File: src/rtl/pipe_pkg.sv
// Shared pipeline types: ALU operation codes and the EX/MEM control bundle.
// Compare ops occupy the 10xx code space; 1001 doubles as SRAI outside branches.
package pipe_pkg;

  typedef enum logic [3:0] {
    ALU_AND  = 4'b0000,
    ALU_OR   = 4'b0001,
    ALU_ADD  = 4'b0010,
    ALU_SLT  = 4'b0100,
    ALU_SUB  = 4'b0110,
    ALU_EQ   = 4'b1000,
    ALU_NE   = 4'b1001,
    ALU_LT   = 4'b1010,
    ALU_GE   = 4'b1011,
    ALU_SLLI = 4'b1101,
    ALU_SRLI = 4'b1110
  } alu_op_e;

  localparam alu_op_e ALU_SRAI = ALU_NE;

  typedef struct packed {
    logic       valid;
    logic [4:0] rd;
    logic       reg_write;
    logic       mem_read;
    logic       mem_write;
    logic       jump;
  } ex_mem_t;

  function automatic logic is_compare_op(input logic [3:0] op);
    return op inside {ALU_EQ, ALU_NE, ALU_LT, ALU_GE};
  endfunction

endpackage

File: src/rtl/branch_resolve.sv
// Combinational branch/jump decision from the ALU compare result.
// The compare result lives in bit 0 of the ALU output.
module branch_resolve
  import pipe_pkg::*;
#(
  parameter int OPCODE_LENGTH = 4
) (
  input  logic [OPCODE_LENGTH-1:0] op,
  input  logic                     result_lsb,
  input  logic                     branch,
  input  logic                     jump,
  output logic                     taken
);

  // Compare codes only mean "compare" when the instruction is a branch.
  assign taken = jump || (branch && is_compare_op(op) && result_lsb);

endmodule

File: src/rtl/ex_mem_stage.sv
// EX->MEM pipeline stage: resolves branches, raises a same-cycle redirect/flush,
// and registers the EX bundle with stall hold, bubble insertion and debug counters.
module ex_mem_stage
  import pipe_pkg::*;
#(
  parameter int DATA_WIDTH    = 32,
  parameter int OPCODE_LENGTH = 4,
  parameter int CNT_WIDTH     = 16
) (
  input  logic                     clk,
  input  logic                     reset,
  input  logic                     ex_valid,
  output logic                     ex_ready,
  input  logic [OPCODE_LENGTH-1:0] ex_op,
  input  logic [DATA_WIDTH-1:0]    ex_alu_result,
  input  logic                     ex_branch,
  input  logic                     ex_jump,
  input  logic [DATA_WIDTH-1:0]    ex_target,
  input  logic [DATA_WIDTH-1:0]    ex_pc_plus4,
  input  logic [DATA_WIDTH-1:0]    ex_store_data,
  input  logic [4:0]               ex_rd,
  input  logic                     ex_reg_write,
  input  logic                     ex_mem_read,
  input  logic                     ex_mem_write,
  input  logic                     mem_stall,
  output logic                     pc_redirect,
  output logic [DATA_WIDTH-1:0]    pc_target,
  output logic                     flush,
  output logic                     mem_valid,
  output logic [DATA_WIDTH-1:0]    mem_alu_result,
  output logic [DATA_WIDTH-1:0]    mem_store_data,
  output logic [DATA_WIDTH-1:0]    mem_pc_plus4,
  output logic [4:0]               mem_rd,
  output logic                     mem_reg_write,
  output logic                     mem_mem_read,
  output logic                     mem_mem_write,
  output logic                     mem_jump,
  output logic [CNT_WIDTH-1:0]     cnt_retired,
  output logic [CNT_WIDTH-1:0]     cnt_taken
);

  logic acc;
  logic taken;

  ex_mem_t               ctrl_q, ctrl_d;
  logic [DATA_WIDTH-1:0] alu_result_q, alu_result_d;
  logic [DATA_WIDTH-1:0] store_data_q, store_data_d;
  logic [DATA_WIDTH-1:0] pc_plus4_q, pc_plus4_d;
  logic [CNT_WIDTH-1:0]  cnt_retired_q, cnt_retired_d;
  logic [CNT_WIDTH-1:0]  cnt_taken_q, cnt_taken_d;

  assign acc      = ex_valid && !mem_stall;
  assign ex_ready = !mem_stall;

  branch_resolve #(
    .OPCODE_LENGTH(OPCODE_LENGTH)
  ) u_branch_resolve (
    .op         (ex_op),
    .result_lsb (ex_alu_result[0]),
    .branch     (ex_branch),
    .jump       (ex_jump),
    .taken      (taken)
  );

  // Gated by reset so no redirect escapes while the pipeline is being cleared.
  assign pc_redirect = reset && acc && taken;
  assign flush       = pc_redirect;
  assign pc_target   = ex_target;

  always_comb begin
    ctrl_d       = ctrl_q;
    alu_result_d = alu_result_q;
    store_data_d = store_data_q;
    pc_plus4_d   = pc_plus4_q;
    if (!mem_stall) begin
      if (ex_valid) begin
        ctrl_d.valid     = 1'b1;
        ctrl_d.rd        = ex_rd;
        ctrl_d.reg_write = ex_reg_write;
        ctrl_d.mem_read  = ex_mem_read;
        ctrl_d.mem_write = ex_mem_write;
        ctrl_d.jump      = ex_jump;
        alu_result_d     = ex_alu_result;
        store_data_d     = ex_store_data;
        pc_plus4_d       = ex_pc_plus4;
      end else begin
        // Bubble: kill side effects, leave data fields untouched.
        ctrl_d.valid     = 1'b0;
        ctrl_d.reg_write = 1'b0;
        ctrl_d.mem_read  = 1'b0;
        ctrl_d.mem_write = 1'b0;
      end
    end
  end

  always_comb begin
    cnt_retired_d = cnt_retired_q;
    cnt_taken_d   = cnt_taken_q;
    if (acc && (cnt_retired_q != '1)) cnt_retired_d = cnt_retired_q + 1'b1;
    if (pc_redirect && (cnt_taken_q != '1)) cnt_taken_d = cnt_taken_q + 1'b1;
  end

  always_ff @(posedge clk or negedge reset) begin
    if (!reset) begin
      ctrl_q       <= '0;
      alu_result_q <= '0;
      store_data_q <= '0;
      pc_plus4_q   <= '0;
    end else begin
      ctrl_q       <= ctrl_d;
      alu_result_q <= alu_result_d;
      store_data_q <= store_data_d;
      pc_plus4_q   <= pc_plus4_d;
    end
  end

  always_ff @(posedge clk or negedge reset) begin
    if (!reset) begin
      cnt_retired_q <= '0;
      cnt_taken_q   <= '0;
    end else begin
      cnt_retired_q <= cnt_retired_d;
      cnt_taken_q   <= cnt_taken_d;
    end
  end

  assign mem_valid      = ctrl_q.valid;
  assign mem_rd         = ctrl_q.rd;
  assign mem_reg_write  = ctrl_q.reg_write;
  assign mem_mem_read   = ctrl_q.mem_read;
  assign mem_mem_write  = ctrl_q.mem_write;
  assign mem_jump       = ctrl_q.jump;
  assign mem_alu_result = alu_result_q;
  assign mem_store_data = store_data_q;
  assign mem_pc_plus4   = pc_plus4_q;
  assign cnt_retired    = cnt_retired_q;
  assign cnt_taken      = cnt_taken_q;

endmodule

File: config.mk
export PLATFORM = sky130hd
export DESIGN_NAME = ex_mem_stage
export DESIGN_NICKNAME = d
export VERILOG_FILES = /design/src/rtl/pipe_pkg.sv /design/src/rtl/branch_resolve.sv /design/src/rtl/ex_mem_stage.sv
export SDC_FILE = /design/constraint.sdc
export NUM_CORES = 1
export LEC_CHECK = 0
export ABC_AREA = 1
export BUFFER_PORTS_ARGS = -buffer_cell sky130_fd_sc_hd__buf_4
export CAP_MARGIN = 0
export CORE_ASPECT_RATIO = 1.2
export CORE_MARGIN = 2
export CORE_UTILIZATION = 39
export CTS_CLUSTER_DIAMETER = 150
export CTS_CLUSTER_SIZE = 10
export DETAILED_ROUTE_END_ITERATION = 6
export PLACE_DENSITY = 0.75
export SETUP_SLACK_MARGIN = 0.4
export SYNTH_ARGS = -nofsm -noshare
export SYNTH_HDL_FRONTEND = slang
export SYNTH_HIERARCHICAL = 1
export SYNTH_SLANG_ARGS = --single-unit
File: constraint.sdc
create_clock -name clk -period 4.24 [get_ports clk]
set_input_delay 1.06 -clock clk [delete_from_list [all_inputs] [get_ports clk]]
set_output_delay 1.06 -clock clk [all_outputs]
set_load 0.01 [all_outputs]
Word-level counts from Yosys, hierarchy flattened. Cells that the tools add are included. W data, S select, Z words.

$add $sub $neg: 2. Mux-type cells: 2. Reduce and logical (&&, ||, !) cells: 11. Equal/unequal tests: 6. Bitwise logic cells: 1.

Operators by type and width (count): $add A16 B1 Y16 const B (2); $ne A16 B16 Y1 const B (2); $eq A4 B4 Y1 const B (4); $logic_and A1 B1 Y1 (7); $reduce_bool A4 Y1 (1); $mux W3 (1); $reduce_and A2 Y1 (1); $logic_not A1 Y1 (1); $logic_or A1 B1 Y1 (1); $mux W1 (1); $not A1 Y1 (1).

Register bits: 138. Word-level logic and storage cells: 33.

Depth between registers and ports, before layout.
Depth after elaboration: 7. Depth in mapped cells: 11. Gate-level depth less buffers: 10.

By module. Netlist, hierarchy kept.

By module, submodules not included: ex_mem_stage (area an instance 6132.1 um^2, seq. area each 3453.3 um^2, instances 1, cells an instance 753); branch_resolve (area an instance 28.8 um^2, seq. area each 0.0 um^2, instances 1, cells an instance 7).

Least setup slack after synthesis. No wires, ideal clock.

Path type: input port to output port. Start point: input ex_op[3]. End point: output pc_redirect. Buffers on the path: 1. Setup slack: 1469 ps. Cell stages on the path: 7. Arrival: 1711 ps. Cells stage by stage: inv_1 nor2_2 nand2_1 nand2_1 nand2_1 nor2_2 buf_4.

Longest elaborated chain between the ends: 6. Elaborated cells on any way between the ends: 9. Classes of those cells: 4 x eq/ne; 5 x reduce/logical.

Ends and longest elaborated chain: start: declaration (line ex_mem_stage.sv:14) `input logic [OPCODE_LENGTH-1:0] ex_op,`; $eq A4 B4 Y1 (line pipe_pkg.sv:31) `return op inside {ALU_EQ, ALU_NE, ALU_LT, ALU_GE};`; $reduce_bool A4 Y1 (*) (line pipe_pkg.sv:31); $logic_and A1 B1 Y1 (*) (2 in a row) (line branch_resolve.sv:16) `assign taken = jump || (branch && is_compare_op(op) && result_lsb);`; $logic_or A1 B1 Y1 (*) (line branch_resolve.sv:16); via taken (line ex_mem_stage.sv:43) `logic taken;`; $logic_and A1 B1 Y1 (*) (line ex_mem_stage.sv:66) `assign pc_redirect = reset && acc && taken;`; end: declaration (line ex_mem_stage.sv:26) `output logic pc_redirect,`.

Mark *: on every way through the listed nets, which the timed path passes. The rest lies on a longest branch.

Final worst setup path.
Start point: input ex_op[2]. End point: output flush.

Longest elaborated chain between the ends: 6. Elaborated cells on any way between the ends: 9. Classes of those cells: 4 x eq/ne; 5 x reduce/logical.

Ends and longest elaborated chain: $eq A4 B4 Y1 (line pipe_pkg.sv:31); $reduce_bool A4 Y1 (*) (line pipe_pkg.sv:31); $logic_and A1 B1 Y1 (*) (2 in a row) (line branch_resolve.sv:16); $logic_or A1 B1 Y1 (*) (line branch_resolve.sv:16); via taken (line ex_mem_stage.sv:43); $logic_and A1 B1 Y1 (*) (line ex_mem_stage.sv:66); end: declaration (line ex_mem_stage.sv:28) `output logic flush,`.

Marks and branches as above.

==> flow_metrics.env <==
export IMPL_status="complete, no violations"
export IMPL_netlist_area_sq_um=6161
export IMPL_vias=5484
export IMPL_synth_area_leader_cell="dfrtp_1"
export IMPL_peakVddDrop_v=0.0002525
export IMPL_period_needed_ns=3.060
export IMPL_synthArstFlopShare=1.000
export IMPL_fin_tns_setup_ns=0
export IMPL_dp_hpwl_um=11320
export IMPL_io_buffers=252
export IMPL_clk_pin_slew_ns=0.06
export IMPL_die_w_um=118.7
export IMPL_synthCells=760
export IMPL_synth_area_leaders="dfrtp_1 56%, nand2_1 27%, buf_4 4.0%"
export IMPL_drc=0
export IMPL_path_class="in -> out"
export IMPL_power_leakage_nw=4.690
export IMPL_ant_nets=0
export IMPL_cts_sinks=138
export IMPL_num_io_pins=319
export IMPL_grt_pass1_wl_um=26030
export IMPL_finalHoldViolCount=0
export IMPL_setup_violations=0
export IMPL_drv_slew=0
export IMPL_vias_per_cell=4.566
export IMPL_fmaxAchievable_ghz=0.3268
export IMPL_routedWlPerCell_um=13.43
export IMPL_synth_commonest_cells="442 x nand2_1, 138 x dfrtp_1, 33 x buf_4, 31 x nor2_1, 21 x inv_1"
export IMPL_synth_main_ff_cell="dfrtp_1"
export IMPL_cts_root_buf="clkbuf_16"
export IMPL_end_kind="output pin"
export IMPL_synth_distinct_cells=26
export IMPL_numCtsBuffers=17
export IMPL_clk_latency_ns=0.42
export IMPL_gr_total_overflow=0
export IMPL_synth_edf_count=0
export IMPL_dieHeight_um=141.7
export IMPL_syn2layout_area_growth_pct=39.46
export IMPL_yosysMostFrequentCell="nand2_1"
export IMPL_ys_seq_area_frac=0.5605
export IMPL_yosysWarnings=6
export IMPL_worstPathMaxFanout=4
export IMPL_core_area_sq_um=15510
export IMPL_rsz0062_at_grt="false"
export IMPL_wirelength_um=16130
export IMPL_hold_path_class="reg -> reg"
export IMPL_relSlewSlack=0.4681
export IMPL_drt_first_pass_iters=4
export IMPL_grt_max_degree=66
export IMPL_hold_buffers=0
export IMPL_start_util=0.3971
export IMPL_htreeDepth=4
export IMPL_clockBufferDepth=2
export IMPL_layout_drive_gt1_share=0.3061
export IMPL_cp_start_kind="input port"
export IMPL_fin_crit_sh=0.7217
export IMPL_dieArea_sq_um=16820
export IMPL_maxCapViolCount=0
export IMPL_cts_resized=0
export IMPL_track_usage=0.1938
export IMPL_antenna_found_initial=0
export IMPL_syn_num_nets=908
export IMPL_syn_avg_cell_area_sq_um=8.106
export IMPL_total_power_mw=3.754
export IMPL_synth_seq_cells=138
export IMPL_yosys_area_top_type_share=0.5605
export IMPL_cts_post_setup_buffers_inserted=0
export IMPL_gp_congestion=0.8337
export IMPL_cts_tree="yes"
export IMPL_rows=50
export IMPL_drt_iter0_drc=230
export IMPL_grt_pass1_vias=5362
export IMPL_tightest_slew_ns=0.7978
export IMPL_num_antenna_cells=0
export IMPL_p_per_area_nw_per_um2=436.9
export IMPL_cp_arrival_ns=2.00
export IMPL_final_util=0.5538
export IMPL_worst_ep_required_time_ns=3.18
export IMPL_nets=1128
export IMPL_clock_skew_ns=0.01264
-- logic make-up (layout without fill, tap and decap cells) --
| kind of cell | after synthesis | in the layout | synth area share |
|---|---|---|---|
| AOI/OAI and AO/OA | 13 | 13 | 0.01422 |
| xor gates and xnor gates | 13 | 13 | 0.01848 |
| adders and majority gates | 2 | 2 | 0.004061 |
| buffers and inverters | 82 | 315 | 0.07534 |
| DFF | 138 | 138 | 0.5605 |
| and+or+nand+nor | 512 | 512 | 0.3274 |
-- path summary, 6_finish.rpt --
path	start	end	slack, ns	cells after the start
worst min register to register	mem_pc_plus4[11]	mem_pc_plus4[11]	0.48	2
worst max-delay path	ex_op[2]	flush	1.18	7
max in group asynchronous	reset	mem_alu_result[4]	2.63	2
worst min-delay path	mem_pc_plus4[11]	mem_pc_plus4[11]	0.48	2
worst max register to register	cnt_taken[0]	cnt_taken[15]	2.23	8
min in group asynchronous	reset	mem_store_data[19]	0.50	1
-- routing by layer --
metal / GRT usage / part of all wire / vias up
met2: 0.3288 / 0.49 / 185
met5: 0 / 0 / -
met1: 0.2309 / 0.41 / 2530
li1: - / - / 2734
met4: 0.07143 / 0.023 / 0
met3: 0.06190 / 0.068 / 35
-- cell usage in the layout (no fill, tap or decap) --
cell and count:
xnor2_1 13, buf_6 1, a21oi_1 1, dfrtp_1 138, inv_6 4, clkbuf_8 2, o21ai_4 1, o21ai_0 6
clkbuf_1 1, nand2_1 442, clkbuf_16 17, bufinv_16 2, o21ai_1 2, inv_1 21, ha_1 2, nor2_1 31
clkinv_4 1, nand3b_1 2, buf_4 257, nand3_1 13, a22o_1 3, inv_2 2, nand3_2 1, clkinv_2 4
nor2_2 3, nand2_4 2, nor2_4 1, nand2_2 3, nor3_1 2, clkinvlp_4 3, nand4_1 12
-- critical path: stages --
cell     delay [ns]
buf_4          0.11
nor2_2         0.08
nand2_1        0.06
nand2_1        0.05
nand2_1        0.06
nor2_2         0.37
buf_4          0.20
-- per-stage QoR --
stage / worst slack, ns / std cells / cell area (sq um) / hold WS, ns
final: 1.180 / 1201 / 8592 / 0.4770
after global routing: 1.090 / 1201 / 8592 / 0.4985
after CTS: 1.121 / 1201 / 8592 / 0.4824
after detailed placement: 1.129 / 1169 / 7999 / 0.4660
after global placement: 1.123 / 1169 / 7999 / 0.4626
after floorplan: 1.469 / 760 / 6161 / 0.5114
-- layout make-up --
class	count	area, sq um
multi-input combinational	540	2248
fill	1440	6923
sequential	138	3453
clock inverter	12	136.4
inverter	25	96.34
timing repair buffer	258	1941
tap	208	260.3
clock buffer	20	456.7
-- flip-flops by register name, indices dropped and copies added (netlist names) --
signal          cells
mem_jump            1
mem_rd              5
cnt_retired        16
mem_valid           1
cnt_taken          16
mem_mem_read        1
mem_store_data     32
mem_pc_plus4       32
mem_reg_write       1
mem_mem_write       1
mem_alu_result     32
-- power breakdown --
part           switching [mW]  leakage, nW  internal [mW]
sequential              0.121         1.75           1.47
clock                   0.580        0.284          0.903
combinational           0.331         2.66          0.347
Power figures use the tool's default switching activity.
